===== src/rtl/tdm_demux.sv =====
// Bit-serial TDM receiver: hunts for frame sync, deserialises CHANNELS x WIDTH slots and
// presents each good frame in parallel. Define TDM_PARITY_EN for a trailing even-parity bit.
module tdm_demux #(
  parameter int unsigned CHANNELS = 4,
  parameter int unsigned WIDTH    = 8
) (
  input  logic                        clock,
  input  logic                        resetn,
  input  logic                        bit_en,
  input  logic                        serial_in,
  input  logic                        frame_sync,
  output logic [CHANNELS*WIDTH-1:0]   ch_data,
  output logic                        frame_valid,
  output logic                        sync_error,
  output logic                        locked
);

  localparam int unsigned DataBits = CHANNELS * WIDTH;
`ifdef TDM_PARITY_EN
  localparam int unsigned FrameBits = DataBits + 1;
`else
  localparam int unsigned FrameBits = DataBits;
`endif
  localparam int unsigned CntW = $clog2(FrameBits);

  typedef enum logic [0:0] {StHunt, StRecv} state_e;

  state_e                state_q, state_d;
  logic [CntW-1:0]       cnt_q, cnt_d;
  logic [WIDTH-1:0]      word_q, word_d;
  logic [DataBits-1:0]   hold_q, hold_d;
  logic [DataBits-1:0]   ch_data_q, ch_data_d;
  logic                  frame_valid_q, frame_valid_d;
  logic                  sync_error_q, sync_error_d;

  int unsigned           pos;
  logic                  take;
  logic                  commit_ok;
  logic [WIDTH-1:0]      word_nxt;

  always_comb begin
    state_d       = state_q;
    cnt_d         = cnt_q;
    word_d        = word_q;
    hold_d        = hold_q;
    ch_data_d     = ch_data_q;
    frame_valid_d = 1'b0;
    sync_error_d  = 1'b0;
    take          = 1'b0;
    pos           = 32'(cnt_q);
    word_nxt      = WIDTH'({word_q, serial_in});
`ifdef TDM_PARITY_EN
    // Even parity: data ones plus the parity bit must come to an even count.
    commit_ok     = ((^hold_q) == serial_in);
`else
    commit_ok     = 1'b1;
`endif

    if (bit_en) begin
      if (state_q == StHunt) begin
        if (frame_sync) begin
          take    = 1'b1;
          pos     = 0;
          state_d = StRecv;
        end
      end else if (cnt_q == '0 && !frame_sync) begin
        sync_error_d = 1'b1;
        state_d      = StHunt;
        cnt_d        = '0;
      end else if (cnt_q != '0 && frame_sync) begin
        // Early sync: drop the partial frame and restart on this bit.
        sync_error_d = 1'b1;
        take         = 1'b1;
        pos          = 0;
      end else begin
        take = 1'b1;
      end
    end

    if (take) begin
      word_d = word_nxt;
      cnt_d  = (pos == FrameBits - 1) ? '0 : CntW'(pos + 1);
      if (pos < DataBits && (pos % WIDTH) == WIDTH - 1) begin
        hold_d[(pos / WIDTH) * WIDTH +: WIDTH] = word_nxt;
      end
      if (pos == FrameBits - 1) begin
        if (commit_ok) begin
          ch_data_d     = hold_d;
          frame_valid_d = 1'b1;
        end else begin
          sync_error_d  = 1'b1;
        end
      end
    end
  end

  always_ff @(posedge clock or negedge resetn) begin
    if (!resetn) begin
      state_q       <= StHunt;
      cnt_q         <= '0;
      word_q        <= '0;
      hold_q        <= '0;
      ch_data_q     <= '0;
      frame_valid_q <= 1'b0;
      sync_error_q  <= 1'b0;
    end else begin
      state_q       <= state_d;
      cnt_q         <= cnt_d;
      word_q        <= word_d;
      hold_q        <= hold_d;
      ch_data_q     <= ch_data_d;
      frame_valid_q <= frame_valid_d;
      sync_error_q  <= sync_error_d;
    end
  end

  assign ch_data     = ch_data_q;
  assign frame_valid = frame_valid_q;
  assign sync_error  = sync_error_q;
  assign locked      = (state_q == StRecv);

endmodule


===== config.mk =====
export PLATFORM = sky130hd
export DESIGN_NAME = tdm_demux
export DESIGN_NICKNAME = d
export VERILOG_FILES = /design/src/rtl/tdm_demux.sv
export SDC_FILE = /design/constraint.sdc
export NUM_CORES = 1
export LEC_CHECK = 0
export ABC_CLOCK_PERIOD_IN_PS = 2700
export CAP_MARGIN = 10
export CORE_MARGIN = 4
export CORE_UTILIZATION = 51
export CTS_CLUSTER_DIAMETER = 100
export DETAILED_ROUTE_END_ITERATION = 10
export PLACE_DENSITY = 0.72
export RECOVER_POWER = 100
export SYNTH_ARGS = -nofsm -noshare
export SYNTH_HDL_FRONTEND = slang
export SYNTH_SLANG_ARGS = --single-unit

===== constraint.sdc =====
create_clock -name clock -period 2.7 [get_ports clock]
set_clock_uncertainty 0.05 [all_clocks]
set_input_delay 0.675 -clock clock [delete_from_list [all_inputs] [get_ports clock]]
set_output_delay 0.675 -clock clock [all_outputs]
set_load 0.1 [all_outputs]

### Word level (Yosys, flattened, before mapping)

Cells that the tools add are included.

| storage, ports and cells | value |
|---|---|
| register bits after elaboration | 79 |
| logic and storage cells | 47 |

| cells by class | value |
|---|---|
| reductions and logical operators | 11 |
| order comparisons | 1 |
| eq/ne operators | 2 |
| $add $sub $neg | 2 |
| shifts and indexed selects | 2 |
| multiplexer cells | 22 |

Operators with widths:

| operator | count |
|---|---|
| $mux 32 | 3 |
| $mux 5 | 8 |
| $neg 32->34 | 1 |
| $shift 8x34->32 const A | 1 |
| $shiftx 8x34->32 | 1 |
| $bwmux 32 | 1 |
| $eq 32x5->1 const B | 1 |
| $lt 32x6->1 const B | 1 |
| $mux 1 | 10 |
| $reduce_bool 2->1 | 3 |
| $add 5x1->5 const B | 1 |
| $logic_not 5->1 | 1 |
| $reduce_bool 5->1 | 1 |
| $eq 3x3->1 const B | 1 |
| $logic_and 1x1->1 | 3 |
| $reduce_and 3->1 | 1 |
| $reduce_and 2->1 | 1 |
| $logic_not 1->1 | 1 |

### Longest topological paths before layout

Gate-level depths: netlist of the first run.

| logic depth | value |
|---|---|
| depth after elaboration | 10 |
| depth in mapped cells | 15 |

### Worst setup path after synthesis of the first run

Ideal clock, no wire load.

| path | value |
|---|---|
| path kind | register -> register |
| start point | register state_q (netlist: locked) |
| end point | register hold_q[1] |
| data arrival time | 2.924 ns |
| clock period less this slack | 3.040 ns |
| required time | 2.584 ns |
| buffers on the path | 2 |
| library setup time | 0.066 ns |
| cell stages (with the launch flop) | 12 |
| path slack | -0.340 ns |
| cell sequence | dfrtp_1 -> nor2b_1 -> clkbuf_1 -> o21ai_0 -> and2_1 -> ha_1 -> ha_1 -> nand2_1 -> nor3b_4 -> and2_1 -> buf_4 -> a22o_1 |

| on the way | value |
|---|---|
| word-level cells in the longest chain between the ends | 6 |
| elaborated cells between the ends (all ways) | 12 |
| those cells by class | add/sub: 1; order compare: 1; eq/ne: 1; shift: 2; mux: 6; reduce/logical: 1 |

Ends and longest elaborated chain:

| what | RTL line | text |
|---|---|---|
| from (decl) | 28 | `state_e state_q, state_d;` |
| from (signal assigned) | 99 | `state_q <= StHunt;` |
| from (signal assigned) | 107 | `state_q <= state_d;` |
| $mux 32 | 60 | `if (state_q == StHunt) begin` |
| $mux 32 | 59 | `if (bit_en) begin` |
| $neg 32->34 | 84 | `hold_d[(pos / WIDTH) * WIDTH +: WIDTH] = word_nxt;` |
| $shiftx 8x34->32 / $shift 8x34->32 (equally long branches) | 84 |  |
| $bwmux 32 | 84 |  |
| $mux 32 | 83 | `if (pos < DataBits && (pos % WIDTH) == WIDTH - 1) begin` |
| to (signal assigned) | 110 | `hold_q <= hold_d;` |
| to (decl) | 31 | `logic [DataBits-1:0] hold_q, hold_d;` |

Parallel ways exist; a longest one is shown, timed or not.
A chain may end at the register's enable or synchronous reset.

### Worst setup path in the final report of the first run

| path | value |
|---|---|
| start point | register cnt_q[1] |
| end point | register ch_data_q[14] (netlist: ch_data[14]) |

| on the way | value |
|---|---|
| word-level cells in the longest chain between the ends | 10 |
| elaborated cells between the ends (all ways) | 22 |
| those cells by class | add/sub: 1; order compare: 1; eq/ne: 2; shift: 2; mux: 10; reduce/logical: 6 |

Ends and longest elaborated chain:

| what | RTL line | text |
|---|---|---|
| from (decl) | 29 | `logic [CntW-1:0] cnt_q, cnt_d;` |
| from (signal assigned) | 108 | `cnt_q <= cnt_d;` |
| $reduce_bool 5->1 | 70 | `end else if (cnt_q != '0 && frame_sync) begin` |
| $logic_and 1x1->1 | 70 |  |
| $mux 5 | 70 |  |
| $mux 5 | 66 | `end else if (cnt_q == '0 && !frame_sync) begin` |
| $mux 32 | 60 |  |
| $mux 32 | 59 |  |
| $neg 32->34 | 84 |  |
| $shiftx 8x34->32 / $shift 8x34->32 (equally long branches) | 84 |  |
| $bwmux 32 | 84 |  |
| $mux 32 | 83 |  |
| to (signal assigned) | 111 | `ch_data_q <= ch_data_d;` |
| to (decl) | 32 | `logic [DataBits-1:0] ch_data_q, ch_data_d;` |

Parallel ways exist; a longest one is shown, timed or not.

==> metrics.txt, run 1 <==
CP most frequent cell ha_4; core area 6869 sq um; largest net degree at the start of global routing between 60 and 70; CTS Buf Count 9; Tmin final 2.606 ns; H-tree Lvls 3; critical path arrival 2.80 ns; Detailed Routing Iterations Pass 1 4; P_leak 0.001976 uW; Setup WS pre-CTS -0.5185 ns; Critical Path RT 2.89 ns; cell family with most CP delay simple AND/OR/NAND/NOR gates; detailed-route via count 2994; share of cells above drive strength 1 about a fifth; Yosys Warn Count 0; Die Wd 92.54 microns; Hold-fix buffers, CTS 0; Iter 0 DRT Violations 165; relative slew slack -5.210%; total global-route track usage 21.16%; root buf cell clkbuf_8; Final HPWL DP around 5700 microns; DR DRC count 0; WP buf/inv 2; number of buffers added on ports 39; RD Place Congestion between 0.8 and 0.9; Fin. Hold Viols 0; vias in the first global route approximately 2900; Hold Path Class reg2reg; cells along the critical path nor3_2 > and2_4 > inv_2 > ha_4 > and3b_1 > o21ai_2 > and2_1 > ha_2 > and3_4 > ha_4 > o211ai_4 > inv_4 > mux2_4; DR WL/cell 16.31 microns; die area roughly 8600 sq um; PwrDens 675.6 nW/um^2; Total Routed Length 8761 microns; CTS max path bufs 2; Slowest-stage cell, CP dfrtp_1; outcome finished with violations; first-pass GRT wire length 14210 microns; Antenna Cells 0; # fillers 583; Max Slew Vio Count 66; maximum clock frequency between 300 and 400 MHz; clock latency on the worst-skew pair 0.36 ns; Die Y 92.54 microns; syn_nets between 300 and 400; GRT overflow 0; flop and latch count out of synthesis 79; Avg Vias per Cell 5.575; Reg area a little under 2000 sq um; final worst-path cycle share 96.50%; Worst Path Max Fanout 5; Clock transition at path regs 0.08 ns; setup violators final 0; multi-input gate area in the final layout 1629 sq um; RSZ-0062 raised after global routing yes; CTS Sinks 79; Synth cell types 34; Syn-to-layout area delta 23.21%; Peak VDD IR 375.7 uV; Netlist Area Pre-Place roughly 3600 sq um; kind of critical path reg2reg; max cap viols 1; setup TNS 0 ns; WHS 0.4317 ns; failing checks capacitance limit, slew limit; initial antenna violation count 0; I/O Pins 40; Startpoint Class register; average size of a mapped cell 9.693 sq um; Mapped Cells 376; Worst Setup End Kind register; Row Count 30; starting density of the core between 50% and 60%; antenna-violating nets left 0; register area share after synthesis between 50% and 60%; Worst path max stage delay 0.39 ns; Setup WS post-layout 0.09446 ns; Final #Nets 450; TritonCTS clock tree yes; worst-margin pin slew 1.578 ns
[where the power goes]
group	switching [uW]	internal, uW
combinational	308	249
clock	470	533
sequential	197	1280
total	975	2060
[registers in the layout, summed over array words and instances (netlist names)]
| register | cells |
|---|---|
| frame_valid | 1 |
| sync_error | 1 |
| cnt_q | 5 |
| ch_data | 32 |
| hold_q | 32 |
| locked | 1 |
| word_q | 7 |
[layer usage]
metal	routed length [microns]	part of all wire [%]	GRT usage (%)	vias to the layer above
met4	132	1.5	7.921	0
li1	-	-	-	1437
met2	4136	47	33.47	80
met1	3973	45	28.54	1461
met3	519	5.9	4.712	16
met5	0	0	0	-
[final cells by class]
class                   count  area share [%]
flip-flops and latches     79           44.05
multi-input cells         258           36.28
repair buffers             80           11.20
clock buffers               9           2.758
well taps                  96           2.675
clock inverters             7           2.313
inverters                   8          0.7244
[worst paths after layout]
path | slack, ns | cells past startpoint | start | end
max | 0.09 | 13 | cnt_q[1]$_DFFE_PN0P_ | ch_data[14]$_DFFE_PN0P_
min | 0.43 | 2 | ch_data[3]$_DFFE_PN0P_ | ch_data[3]$_DFFE_PN0P_
max reg2reg | 0.09 | 13 | cnt_q[1]$_DFFE_PN0P_ | ch_data[14]$_DFFE_PN0P_
min reg2reg | 0.43 | 2 | ch_data[3]$_DFFE_PN0P_ | ch_data[3]$_DFFE_PN0P_
max in group asynchronous | 0.86 | 2 | resetn | hold_q[9]$_DFFE_PN0P_
min in group asynchronous | 0.65 | 1 | resetn | ch_data[24]$_DFFE_PN0P_
[worst min-delay path: stages, from the launching register on]
cell     delay [ns]
dfrtp_1        0.35
nand2_1        0.04
o21ai_0        0.06
[synthesized netlist by cell type]
cell / number / area share (%)
a22o_1: 10 / 2.4
a32o_1: 1 / 0.27
nor3_1: 1 / 0.14
o21ai_0: 38 / 5.2
o211ai_1: 1 / 0.21
a21bo_1: 1 / 0.27
a31o_2: 1 / 0.24
nand2_1: 85 / 8.8
mux2_2: 2 / 0.62
o211ai_2: 1 / 0.34
dfrtp_1: 79 / 54
o21a_1: 1 / 0.21
and3b_1: 1 / 0.24
ha_1: 9 / 3.1
nor3b_2: 1 / 0.34
a22oi_1: 8 / 1.6
o2111ai_1: 4 / 0.96
and2_0: 1 / 0.17
buf_4: 3 / 0.62
buf_2: 12 / 1.6
nor2b_1: 2 / 0.34
a2bb2oi_1: 22 / 5.3
inv_2: 2 / 0.21
nor3b_4: 1 / 0.51
and2_1: 8 / 1.4
a21oi_1: 23 / 3.2
nor3_2: 2 / 0.55
clkbuf_1: 15 / 1.5
nand3_1: 27 / 3.7
o21ai_1: 2 / 0.27
and3_1: 2 / 0.34
clkbuf_2: 1 / 0.14
inv_1: 6 / 0.62
nor2_1: 3 / 0.31
[layout by cell type (no fill, tap or decap), types with 3 or more instances in the layout]
cell type	n
ha_1	5
clkbuf_8	9
o21ai_1	8
nand3_1	27
a22o_1	10
a2bb2oi_2	5
and2_4	3
buf_4	35
ha_4	3
o2111ai_1	4
a21oi_1	18
and2_1	3
clkbuf_1	36
dfrtp_1	78
inv_1	5
nor2_1	3
a22oi_1	8
a2bb2oi_1	17
nand2_1	83
a21oi_2	5
o21ai_0	31
nor3_2	3
[logic make-up (layout without fill, tap and decap cells)]
family | Yosys count | after routing | share of synthesized area, %
simple gates | 134 | 134 | 16.79
compound gates | 113 | 113 | 20.49
flops | 79 | 79 | 54.24
buf+inv | 39 | 104 | 4.772
fa+ha+maj | 9 | 9 | 3.090
mux | 2 | 2 | 0.6179
[per-stage QoR]
step                util (%)  instance area, sq um  total power (uW)  instances
finish                 65.37                  4491              3034        537
global route           65.37                  4491              3173        537
CTS                    65.70                  4513              3002        537
detailed placement     61.99                  4258              1997        521
global placement       61.99                  4258              1983        521
floorplan                  -                  3650              1748        376
[repair_timing]
item | 4_1_cts | 5_1_grt
pin swaps | 2 | 8
resized for setup | 9 | 33
buffers inserted | 0 | 0
hold endpoints to repair | 0 | 0
setup endpoints to repair | 53 | 54
No activity file was read; power rests on OpenSTA's default activity.
==> run 2, diff against run 1 <==
--- a/config.mk
+++ b/config.mk
@@ -7,7 +7,7 @@
 export LEC_CHECK = 0
 export ABC_CLOCK_PERIOD_IN_PS = 2700
 export CAP_MARGIN = 10
-export CORE_MARGIN = 4
+export CORE_MARGIN = 2
 export CORE_UTILIZATION = 51
 export CTS_CLUSTER_DIAMETER = 100
 export DETAILED_ROUTE_END_ITERATION = 10
==> run 2 against run 1 <==
  * Register-to-register slack got worse by 0.095 ns
  * Highest routed layer unchanged
  * Flip-flop and latch count is the same
  * The flow finishes with violations (capacitance limit, slew limit, setup timing)
  * Die area down 8.5%
==> metrics.txt, run 2 (synthesis results as in run 1) <==
outcome finished with violations; failing checks capacitance limit, slew limit, setup timing; Seq pwr share between 40% and 50%; switch share 32.44%; Avg Vias per Cell 5.634; hold_sp ch_data[3]$_DFFE_PN0P_; TritonCTS clock tree yes; setup violators final 1; vias in the first global route 2882; Hold EP ch_data[3]$_DFFE_PN0P_; antenna-violating nets left 0; detailed-route via count 3048; Worst Path Max Fanout 5; Die Wd about 89 microns; CTS max path bufs 2; PwrDens 642.7 nW/um^2; Total Routed Length approximately 9000 microns; WHS 0.4405 ns; post-layout util 68.91%; final worst-path cycle share 100.0%; Detailed Routing Iterations Pass 1 4; starting density of the core 53.06%; Antenna Cells 0; most common cell after layout, fill and taps aside nand2_1; worst-margin pin slew between 1.5 and 2 ns; worst reg2reg path startpoint cnt_q[3]$_DFFE_PN0P_; Critical Path RT between 2 and 3 ns; Placed Area 4253 sq um; Tmin final 2.701 ns; H-tree Lvls 3; Slowest-stage cell, CP dfrtp_1; Clock transition at path regs 0.09 ns; cell count after placement 517; switching pwr roughly 1000 uW; Syn-to-layout area delta 29.87%; maximum clock frequency ~370 MHz; RSZ-0062 raised after global routing yes; cells along the critical path nor3_2 > and2_4 > ha_1 > and3b_1 > o21ai_2 > and2_1 > ha_2 > and3_4 > ha_4 > o211ai_4 > inv_2 > buf_6 > mux2_4; Peak VDD IR 346.2 uV; Worst path max stage delay 0.40 ns; Tot Pwr 3042 uW; DR WL/cell roughly 17 microns; Hold-fix buffers, CTS 0; Reg-to-Reg End ch_data[14]$_DFFE_PN0P_; Hold Path Class reg2reg; CTS Sinks 79; DR DRC count 0; max cap viols 1; combinational share of power around 18%; Iter 0 DRT Violations 193; Row Count 30; die area about 8000 sq um; Startpoint Class register; Final HPWL DP 5670 microns; clock latency on the worst-skew pair 0.36 ns; first-pass GRT wire length ~14000 microns; most frequent cells in the layout 84 x nand2_1, 78 x dfrtp_1, 58 x buf_4; I/O Pins 40; Reg2Reg Depth 13; GRT overflow 0; core area 6869 sq um; share of cells above drive strength 1 30.56%; root buf cell clkbuf_8; Setup WS post-layout -0.0007201 ns; kind of critical path reg2reg; Int Pwr 2055 uW; total global-route track usage 23.98%; reg2reg setup slack -0.0007 ns; Final Non-Filler Cells 541; relative slew slack -12.10%; Fin. Hold Viols 0; CTS Buf Count 9; Hold Path Depth 2; critical path arrival 2.89 ns; Max Slew Vio Count 34; Worst Setup End Kind register; initial antenna violation count 0; largest net degree at the start of global routing 48; Final #Nets approximately 450; Die Y 88.54 microns; clock share of power 33.4%; number of buffers added on ports 39; RD Place Congestion a little under 0.9; design area 4733 sq um; P_leak 0.002118 uW
run 2: cell type report:
cell class	count	area, sq um
repair buffers	84	649.4
inverters	8	30.03
well taps	96	120.1
multi-input cells	258	1729
fillers	520	2136
clock buffers	9	123.9
clock inverters	7	102.6
flip-flops and latches	79	1978
run 2: worst max-delay path by stage:
stage	from	end	slack [ns]	cells after the start
floorplan	cnt_q[2]$_DFFE_PN0P_	hold_q[1]$_DFFE_PN0P_	0.01	14
global placement	frame_sync	hold_q[0]$_DFFE_PN0P_	-0.51	12
detailed placement	frame_sync	hold_q[7]$_DFFE_PN0P_	-0.63	12
CTS	cnt_q[1]$_DFFE_PN0P_	ch_data[3]$_DFFE_PN0P_	-0.003	14
global route	cnt_q[3]$_DFFE_PN0P_	ch_data[19]$_DFFE_PN0P_	-0.12	13
finish	cnt_q[3]$_DFFE_PN0P_	ch_data[14]$_DFFE_PN0P_	-0.0007	13
run 2: power groups by stage:
stage	combinational [uW]	sequential [uW]	clock [uW]
2_1_floorplan	351	1400	0
3_3_place_gp	486	1490	0
3_5_place_dp	498	1490	0
4_1_cts	513	1470	1020
5_1_grt	610	1490	1070
6_report	549	1480	1020
run 2: critical path: cells and delay by family (launching register included):
| kind | cells | cell delay [ns] |
|---|---|---|
| adders and majority gates | 3 | 0.51 |
| muxes | 1 | 0.29 |
| buffers and inverters | 2 | 0.23 |
| and+or+nand+nor | 5 | 0.91 |
| DFF | 1 | 0.40 |
| AOI/OAI and AO/OA | 2 | 0.20 |
run 2: repair_timing:
item	CTS	global route
pin swaps	5	5
setup buffers	4	4
setup endpoints to repair	49	64
cloned	1	0
hold endpoints to repair	0	0
resized for setup	15	52
run 2: per-stage QoR:
stage | setup WS, ns | setup TNS, ns
after global placement | -0.5068 | -26.54
after global routing | -0.1214 | -6.263
after CTS | -0.003470 | -0.007956
final | -0.0007201 | -0.0007201
after floorplan | 0.01487 | 0
after detailed placement | -0.6284 | -31.72
run 2: metal layers:
| metal | track usage, % | vias up | share of wire (%) |
|---|---|---|---|
| li1 | - | 1446 | - |
| met1 | 33.82 | 1491 | 46 |
| met2 | 36.91 | 94 | 46 |
| met3 | 4.198 | 17 | 5.0 |
| met4 | 9.917 | 0 | 2.3 |
| met5 | 0 | - | 0 |
